`src/rtl/key_debounce_filter_pkg.sv`:
```
// Shared constants, settle FSM state type and popcount helper for the
// key debounce/settle filter slice.
package key_debounce_filter_pkg;

   // Default key vector width (matches Pin_input downstream)
   localparam int unsigned KDF_KEYS          = 10;

   // Default timing at 100 MHz: 10 ms per-key debounce, 5 ms vector settle
   localparam int unsigned KDF_DB_CYCLES     = 1_000_000;
   localparam int unsigned KDF_SETTLE_CYCLES = 500_000;

   // Vector settle FSM states
   typedef enum logic {
      KDF_STABLE = 1'b0,
      KDF_SETTLE = 1'b1
   } kdf_state_t;

   // Number of set bits in a (zero-extended) key vector
   function automatic int unsigned kdf_popcount(input logic [31:0] v);
      int unsigned n;
      n = 0;
      for (int unsigned i = 0; i < 32; i++) begin
         n += 32'(v[i]);
      end
      return n;
   endfunction

endpackage

```
`src/rtl/key_debounce_bit.sv`:
```
// One key: 2-FF synchroniser into the clk domain followed by a hold-time
// debouncer. A new level is accepted only after it has differed from the
// accepted level for DB_CYCLES consecutive clocks.
module key_debounce_bit
   import key_debounce_filter_pkg::*;
#(
   parameter int unsigned DB_CYCLES = KDF_DB_CYCLES
) (
   input  logic clk,
   input  logic rst,
   input  logic key_raw,
   output logic key_db
);

   localparam int unsigned DBW = $clog2(DB_CYCLES + 1);
   localparam logic [DBW-1:0] DB_LAST = DBW'(DB_CYCLES - 1);

   logic           sync_meta;
   logic           sync_q;
   logic [DBW-1:0] cnt;

   // Two-stage synchroniser for the asynchronous raw level
   always_ff @(posedge clk or negedge rst) begin
      if (!rst) begin
         sync_meta <= 1'b0;
         sync_q    <= 1'b0;
      end else begin
         sync_meta <= key_raw;
         sync_q    <= sync_meta;
      end
   end

   // Hold counter: any return to the accepted level restarts the count
   always_ff @(posedge clk or negedge rst) begin
      if (!rst) begin
         cnt    <= '0;
         key_db <= 1'b0;
      end else if (sync_q == key_db) begin
         cnt <= '0;
      end else if (cnt == DB_LAST) begin
         key_db <= sync_q;
         cnt    <= '0;
      end else begin
         cnt <= cnt + DBW'(1);
      end
   end

endmodule

```
`src/rtl/key_debounce_filter.sv`:
```
// Raw key vector cleaner: per-key synchronise + debounce, then a whole-vector
// settle filter so partial chords and bounce never reach key_vec. Publishes
// the clean vector with its popcount and one-cycle press/release strobes.
module key_debounce_filter
   import key_debounce_filter_pkg::*;
#(
   parameter int unsigned KEYS          = KDF_KEYS,
   parameter int unsigned DB_CYCLES     = KDF_DB_CYCLES,
   parameter int unsigned SETTLE_CYCLES = KDF_SETTLE_CYCLES,
   localparam int unsigned CW           = $clog2(KEYS + 1)
) (
   input  logic            clk,
   input  logic            rst,
   input  logic [KEYS-1:0] key_raw,
   output logic [KEYS-1:0] key_vec,
   output logic            press_pulse,
   output logic            release_pulse,
   output logic [CW-1:0]   key_cnt,
   output logic            settling
);

   localparam int unsigned STW = $clog2(SETTLE_CYCLES + 1);
   localparam logic [STW-1:0] ST_LAST = STW'(SETTLE_CYCLES - 1);

   logic [KEYS-1:0] db;
   logic [KEYS-1:0] cand;
   logic [STW-1:0]  st_cnt;
   kdf_state_t      state;

   for (genvar g = 0; g < KEYS; g++) begin : g_key
      key_debounce_bit #(
         .DB_CYCLES (DB_CYCLES)
      ) u_bit (
         .clk     (clk),
         .rst     (rst),
         .key_raw (key_raw[g]),
         .key_db  (db[g])
      );
   end

   // Settle FSM: time a candidate vector, publish it once it holds long enough.
   // settling is registered alongside every state transition so it always
   // equals (state == KDF_SETTLE).
   always_ff @(posedge clk or negedge rst) begin
      if (!rst) begin
         state         <= KDF_STABLE;
         cand          <= '0;
         st_cnt        <= '0;
         key_vec       <= '0;
         key_cnt       <= '0;
         press_pulse   <= 1'b0;
         release_pulse <= 1'b0;
         settling      <= 1'b0;
      end else begin
         press_pulse   <= 1'b0;
         release_pulse <= 1'b0;
         case (state)
            KDF_STABLE: begin
               if (db != key_vec) begin
                  cand     <= db;
                  st_cnt   <= '0;
                  state    <= KDF_SETTLE;
                  settling <= 1'b1;
               end
            end
            KDF_SETTLE: begin
               if (db == key_vec) begin
                  // bounced back to the published value: drop the candidate
                  state    <= KDF_STABLE;
                  settling <= 1'b0;
               end else if (db != cand) begin
                  // chord still forming: restart timing on the new shape
                  cand   <= db;
                  st_cnt <= '0;
               end else if (st_cnt == ST_LAST) begin
                  key_vec       <= cand;
                  key_cnt       <= CW'(kdf_popcount(32'(cand)));
                  press_pulse   <= (cand != '0);
                  release_pulse <= (cand == '0);
                  state         <= KDF_STABLE;
                  settling      <= 1'b0;
               end else begin
                  st_cnt <= st_cnt + STW'(1);
               end
            end
            default: begin
               state    <= KDF_STABLE;
               settling <= 1'b0;
            end
         endcase
      end
   end

endmodule

```
`config.mk`:
```
export PLATFORM = sky130hd
export DESIGN_NAME = key_debounce_filter
export DESIGN_NICKNAME = d
export VERILOG_FILES = /design/src/rtl/key_debounce_filter_pkg.sv /design/src/rtl/key_debounce_bit.sv /design/src/rtl/key_debounce_filter.sv
export SDC_FILE = /design/constraint.sdc
export NUM_CORES = 1
export LEC_CHECK = 0
export CAP_MARGIN = 20
export CORE_MARGIN = 2
export CORE_UTILIZATION = 40
export DETAILED_ROUTE_END_ITERATION = 7
export GPL_ROUTABILITY_DRIVEN = 0
export GPL_TIMING_DRIVEN = 0
export HOLD_SLACK_MARGIN = 0.15
export SYNTH_ARGS = -nofsm -noshare
export SYNTH_HDL_FRONTEND = slang
export SYNTH_SLANG_ARGS = --single-unit
```
`constraint.sdc`:
```
create_clock -name clk -period 3.55 [get_ports clk]
set_clock_uncertainty 0.2 [all_clocks]
set_input_delay 0.71 -clock clk [delete_from_list [all_inputs] [get_ports clk]]
set_output_delay 0.71 -clock clk [all_outputs]
set_load 0.1 [all_outputs]
```
==> impl_metrics.json, run 1 <==
{
  "status": "finished, final reports clean",
  "postRouteAntennaNets": 0,
  "dieWidth_um": 185,
  "totalWireLength_mm": 24.4,
  "use_met3_pct": 3.07,
  "start_util_pct": 40.4,
  "hpwl_mm": 16.5,
  "critical_path_class": "reg2reg",
  "synth-seq-cells": 277,
  "grt_overflow_total": 0,
  "cts_tree": "built",
  "synthDistinctLibCells": 50,
  "power_w": 0.00650,
  "grt_pass1_wl_mm": 43.3,
  "cts.sinks": 277,
  "pwr-share-seq_pct": 49.7,
  "finalCritPeriodShare_pct": 92.9,
  "ys_seq_area_share_pct": 53.0,
  "fin_crit_ns": 3.30,
  "grt_usage_pct": 15.2,
  "die_area_um2": 34200,
  "worst-path-max-fanout": 3,
  "io_buffers": 28,
  "grt_util_met2_pct": 23.4,
  "viasPerCell": 4.91,
  "cts-buffers-inserted": 31,
  "synth_area_um2": 13100,
  "crit_arrival_ns": 3.52,
  "cts_setup_buffers": 0,
  "power_frac_clock_pct": 47.4,
  "ys_warn_count": 0,
  "dieHeight_um": 185,
  "slew_headroom_pct": 28.8,
  "dr.pass1.iters": 4,
  "post_drt_wl_per_cell_um": 13.5,
  "p_comb_share_pct": 2.9,
  "ir_worst_vdd_v": 0.000388,
  "area_growth_pct": 14.6,
  "worstReg2RegStart": "cand[0]",
  "hold_class": "reg2reg",
  "rows": 66,
  "holdWs_ns": 0.147,
  "power.leakage_nw": 6.50,
  "hold_viol_final": 0,
  "worstHoldPathCells": 0,
  "critPathCaptureType": "flop",
  "gr-usage-met1_pct": 21.9,
  "slew_viol_final": 0,
  "cp.required_ns": 3.77,
  "drt_iter0_drc": 409,
  "synthCells": 1274,
  "diodes": 0,
  "drive_gt1_share_pct": 7.57,
  "p_int_w": 0.00510,
  "startpoint_type": "flop",
  "stdcell_count": 1802,
  "p_per_area_nw_per_um2": 434,
  "cap_violations": 0,
  "fmax_ghz": 0.303,
  "p_switching_w": 0.00140,
  "grt_setup_unrepaired": "no",
  "top_usage_layer": "met2",
  "startpoint": "cand[0]",
  "ctsLongestPathBuffers": 3,
  "cts-root-buf": "clkbuf_16",
  "setup_viol": 0,
  "drc": 0,
  "vias": 8853,
  "hp-start": "g_key[8].u_bit.sync_meta",
  "first_global_vias": 8804,
  "core_area_um2": 32400,
  "pin_count": 29,
  "final_util_pct": 46.3,
  "syn-num-nets": 1306,
  "r2r_cells": 10,
  "grt_max_degree": 108,
  "worst_pin_slew_ns": 1.07,
  "post-place-cells": 1746,
  "layout.nets": 1371,
  "switching_share_pct": 21.5,
  "synth.avg_cell_area_um2": 10.3,
  "htreeDepth": 1,
  "clk_pin_slew_ns": 0.06,
  "antenna_found_initial": 0,
  "clock_latency_ns": 0.56
}
## path summary, 6_finish.rpt
check / end / slack, ns
max in group asynchronous: g_key[3].u_bit.sync_q / 1.31
max reg2reg: key_cnt[2] / 0.25
min: g_key[8].u_bit.sync_q / 0.15
min reg2reg: g_key[8].u_bit.sync_q / 0.15
min in group asynchronous: g_key[8].u_bit.cnt[17] / 0.50
max: key_cnt[2] / 0.25
## synthesized netlist by cell type, drive strengths merged
cell type,n,area share (%)
o21ai,26,0.99
xnor2,90,6.0
buf,7,0.42
and3,34,1.6
nand4,49,2.3
o41a,1,0.086
inv,39,1.1
a21o,2,0.11
nand2b,4,0.25
nor4b,13,0.92
o31ai,9,0.52
and4,18,1.2
nor4,20,1.1
nand4b,1,0.067
nand3,77,2.9
mux2,27,2.5
dfrtp,277,53
nor4bb,2,0.15
or2,12,0.57
nor3,22,0.84
and2,22,1.1
a21oi,9,0.34
mux2i,2,0.15
nor2b,3,0.14
maj3,1,0.076
and4b,3,0.23
clkbuf,29,0.83
xor2,119,8.0
nand2,77,2.2
nand3b,5,0.29
fa,6,0.92
o22ai,1,0.048
o41ai,2,0.19
nor2,241,6.9
ha,14,1.3
a31oi,1,0.048
or3,7,0.37
o22a,2,0.14
## worst max-delay path: stages, from the launching register on
cell     delay, ns
dfrtp_1       0.39
inv_1         0.11
fa_1          0.51
fa_1          0.53
fa_1          0.42
inv_1         0.07
ha_1          0.15
inv_1         0.05
fa_1          0.38
xnor2_1       0.25
o21ai_0       0.11
## sequential cells by signal, summed over array words and instances (netlist names)
name	flops
g_key.u_bit.cnt	200
st_cnt	19
cand	10
g_key.u_bit.key_db	10
g_key.u_bit.sync_meta	10
g_key.u_bit.sync_q	10
key_vec	10
key_cnt	4
press_pulse	1
release_pulse	1
settling	1
state	1
## per-layer routing
layer,vias up,wire [um]
li1,4422,-
met1,4300,12000
met2,93,10800
met3,38,1070
met4,0,550
met5,-,0
## kinds of logic after synthesis
logic type	count (synthesis)	synth area share [%]
multiplexers	29	2.65
XOR/XNOR	209	14.0
adder cells (fa/ha/maj)	21	2.33
flip-flops	277	53.0
buffers and inverters	75	2.37
AO/OA/AOI/OAI	53	2.49
AND/OR/NAND/NOR	610	23.2
## cell type report
| cell class | instances | area (um2) |
|---|---|---|
| inverter | 39 | 146 |
| tap | 442 | 553 |
| sequential | 277 | 6930 |
| clock inverter | 8 | 68.8 |
| fill | 3104 | 17400 |
| clock buffer | 46 | 922 |
| timing repair buffer | 32 | 360 |
| buffer | 36 | 164 |
| multi-input combinational | 922 | 5840 |
## per-stage QoR
stage	setup TNS [ns]	setup WS [ns]	area, um2
floorplan	0	0.541	13100
global placement	-2979.77	-10.79	13900
detailed placement	0	0.242	14000
CTS	0	0.234	15000
global route	0	0.154	15000
finish	0	0.254	15000
## power groups by stage
stage                     Clock, W  Combinational [W]  Sequential (W)
final                      0.00309           0.000187         0.00323
after global placement           0           0.000184         0.00329
after global routing       0.00334           0.000223         0.00323
after CTS                  0.00320           0.000197         0.00323
after detailed placement         0           0.000194         0.00329
after floorplan                  0          0.0000847         0.00328
## cell usage in the layout, fill, tap and decap left out, drive strengths merged, types with 3 or more instances in the layout
cell / count
clkbuf: 75
or3: 7
inv: 40
buf: 10
nor2: 241
ha: 14
a21oi: 9
nand4: 49
and4: 18
nor4: 20
o31ai: 9
and4b: 3
dfrtp: 277
nand3: 77
and2: 22
fa: 6
xor2: 119
and3: 34
nand2: 77
nand2b: 4
nor4b: 13
or2: 12
clkdlybuf4s50: 27
xnor2: 90
nor2b: 3
mux2: 27
nand3b: 5
nor3: 22
clkinv: 6
o21ai: 26
## timing repair
action                    in CTS  in global routing
hold buffers                   2                  0
gates resized for setup        0                  0
hold endpoints to repair      68                  0
(Power assumes the default switching activity.)
==> run 2: changes to the inputs <==
CAP_MARGIN = not set   (was 20)
CORE_MARGIN = not set   (was 2)
==> run 2 against run 1 <==
  * Setup slack improved by 0.032 ns
  * Largest power group is now the clock network
  * Critical endpoint unchanged
  * Maximum frequency rose by 0.98%
  * Routed wire length rose by 0.62%
  * Highest routed layer unchanged
==> impl_metrics.json, run 2 (synthesized netlist as in run 1, its figures left out) <==
{
  "final_common_cell": "dfrtp_1",
  "regMostFlops": "g_key.u_bit.cnt",
  "worstPathCellList": "fa_1 -> inv_1 -> fa_1 -> fa_1 -> inv_1 -> ha_1 -> inv_1 -> fa_1 -> xnor2_1 -> o21ai_0",
  "p_int_w": 0.00534,
  "postCtsHoldBufs": 2,
  "io_buffers": 28,
  "fmax_ghz": 0.306,
  "ctsLongestPathBuffers": 3,
  "cts_tree": "built",
  "worstReg2RegStart": "cand[5]",
  "postLayoutSetupSlackWorst_ns": 0.285,
  "p_switching_w": 0.00146,
  "drt_iter0_drc": 419,
  "crit_end": "key_cnt[2]",
  "cts-buffers-inserted": 31,
  "pwr-share-seq_pct": 47.5,
  "setup_viol": 0,
  "fin_crit_ns": 3.26,
  "largest_register_ffs": 200,
  "area_growth_pct": 15.3,
  "clk_pin_slew_ns": 0.06,
  "finalCritPeriodShare_pct": 92.0,
  "p_per_area_nw_per_um2": 450,
  "ff2ff_setup_slack_ns": 0.29,
  "startpoint_type": "flop",
  "power_frac_clock_pct": 49.7,
  "die_area_um2": 33400,
  "rows": 65,
  "ir_worst_vdd_v": 0.000486,
  "grt_usage_pct": 15.6,
  "postRouteAntennaNets": 0,
  "cap_violations": 0,
  "crit_top_cell": "fa_1",
  "drive_gt1_share_pct": 7.92,
  "grt_max_degree": 101,
  "power_w": 0.00679,
  "dieHeight_um": 183,
  "grt_pass1_wl_mm": 43.4,
  "cp.required_ns": 3.79,
  "grt_overflow_total": 0,
  "dieWidth_um": 183,
  "ctsResizeCount": 0,
  "hold_class": "reg2reg",
  "slew_viol_final": 0,
  "power.leakage_nw": 6.55,
  "final_util_pct": 47.3,
  "status": "finished, final reports clean",
  "switching_share_pct": 21.4,
  "place_ws_ns": 0.335,
  "reg_top3": "g_key.u_bit.cnt (200), st_cnt (19)",
  "startpoint": "cand[5]",
  "viasPerCell": 4.91,
  "worst_pin_slew_ns": 1.07,
  "critPathCaptureType": "flop",
  "dr.pass1.iters": 4,
  "nFillCells": 3005,
  "r2r-end": "key_cnt[2]",
  "worst-path-max-fanout": 5,
  "totalWireLength_mm": 24.5,
  "drc": 0,
  "slew_headroom_pct": 28.6,
  "vias": 8832,
  "hold_viol_final": 0,
  "antenna_found_initial": 0,
  "p_comb_share_pct": 2.8,
  "diodes": 0,
  "first_global_vias": 9005,
  "most-common-layout-cells": "dfrtp_1 (277), nor2_1 (241), xor2_1 (119), xnor2_1 (90)",
  "r2r_cells": 10,
  "post_drt_wl_per_cell_um": 13.6,
  "start_util_pct": 41.0,
  "grt_setup_unrepaired": "no",
  "cts-root-buf": "clkbuf_16",
  "critical_path_class": "reg2reg",
  "clock_latency_ns": 0.57,
  "cts.sinks": 277,
  "pin_count": 29,
  "cts_setup_buffers": 0,
  "max_stage_delay_ns": 0.55,
  "layout.nets": 1371,
  "htreeDepth": 1,
  "core_area_um2": 31900,
  "multi_input_area_um2": 5840,
  "slowest_stage": "fa_1",
  "seq_area_um2": 6930,
  "crit_arrival_ns": 3.50,
  "hpwl_mm": 16.4
}
==> run 2: power groups by stage <==
stage	sequential (W)	clock [W]	combinational (W)
after floorplan	0.00328	0	0.0000847
after global placement	0.00329	0	0.000183
after detailed placement	0.00329	0	0.000195
after CTS	0.00323	0.00349	0.000197
after global routing	0.00323	0.00361	0.000223
final	0.00323	0.00338	0.000187
==> run 2: critical path, delay by kind of cell, from the launching register on <==
family	cells	cell delay, ns
xor gates and xnor gates	1	0.21
AOI/OAI and AO/OA	1	0.11
DFF	1	0.45
buffers and inverters	3	0.18
adders and majority gates	5	1.98
==> run 2: cell type report <==
type                       count  area share, %
buffer                        36           1.09
clock buffer                  45           6.09
clock inverter                13           1.19
inverter                      39          0.970
multi-input combinational    922           38.7
sequential                   277           45.9
tap                          435           3.61
timing repair buffer          32           2.39
==> run 2: worst min-delay path by stage <==
stage	startpoint	endpoint	slack, ns	depth (start not counted)
finish	g_key[1].u_bit.sync_meta	g_key[1].u_bit.sync_q	0.15	0
floorplan	g_key[0].u_bit.sync_meta	g_key[0].u_bit.sync_q	0.13	0
CTS	g_key[5].u_bit.sync_meta	g_key[5].u_bit.sync_q	0.15	0
detailed placement	g_key[5].u_bit.sync_meta	g_key[5].u_bit.sync_q	0.14	0
global route	g_key[5].u_bit.sync_meta	g_key[5].u_bit.sync_q	0.15	0
global placement	g_key[2].u_bit.sync_meta	g_key[2].u_bit.sync_q	0.13	0
==> run 2: layer usage <==
metal | wire length, um | part of all wire [%] | global-route usage (%) | up-vias
met1 | 12000 | 49 | 21.5 | 4281
met4 | 443 | 1.8 | 3.47 | 0
met2 | 11100 | 45 | 25.4 | 88
met3 | 949 | 3.9 | 3.16 | 35
met5 | 0 | 0 | 0 | -
li1 | - | - | - | 4428
==> run 2: metrics by stage <==
step           area, um2   TNS, ns  std cells  hold WS, ns
6_report           15100         0       1799        0.147
5_1_grt            15100         0       1799        0.151
4_1_cts            15100         0       1799        0.150
3_5_place_dp       14000         0       1739        0.136
3_3_place_gp       13900  -2935.69       1737        0.132
2_1_floorplan      13100         0       1274        0.131
==> run 3: changes to the inputs <==
CTS_CLUSTER_SIZE = 40   (was not set)
==> results of run 3 <==
The final DEF is identical to that of run 2; final timing and power are the same.
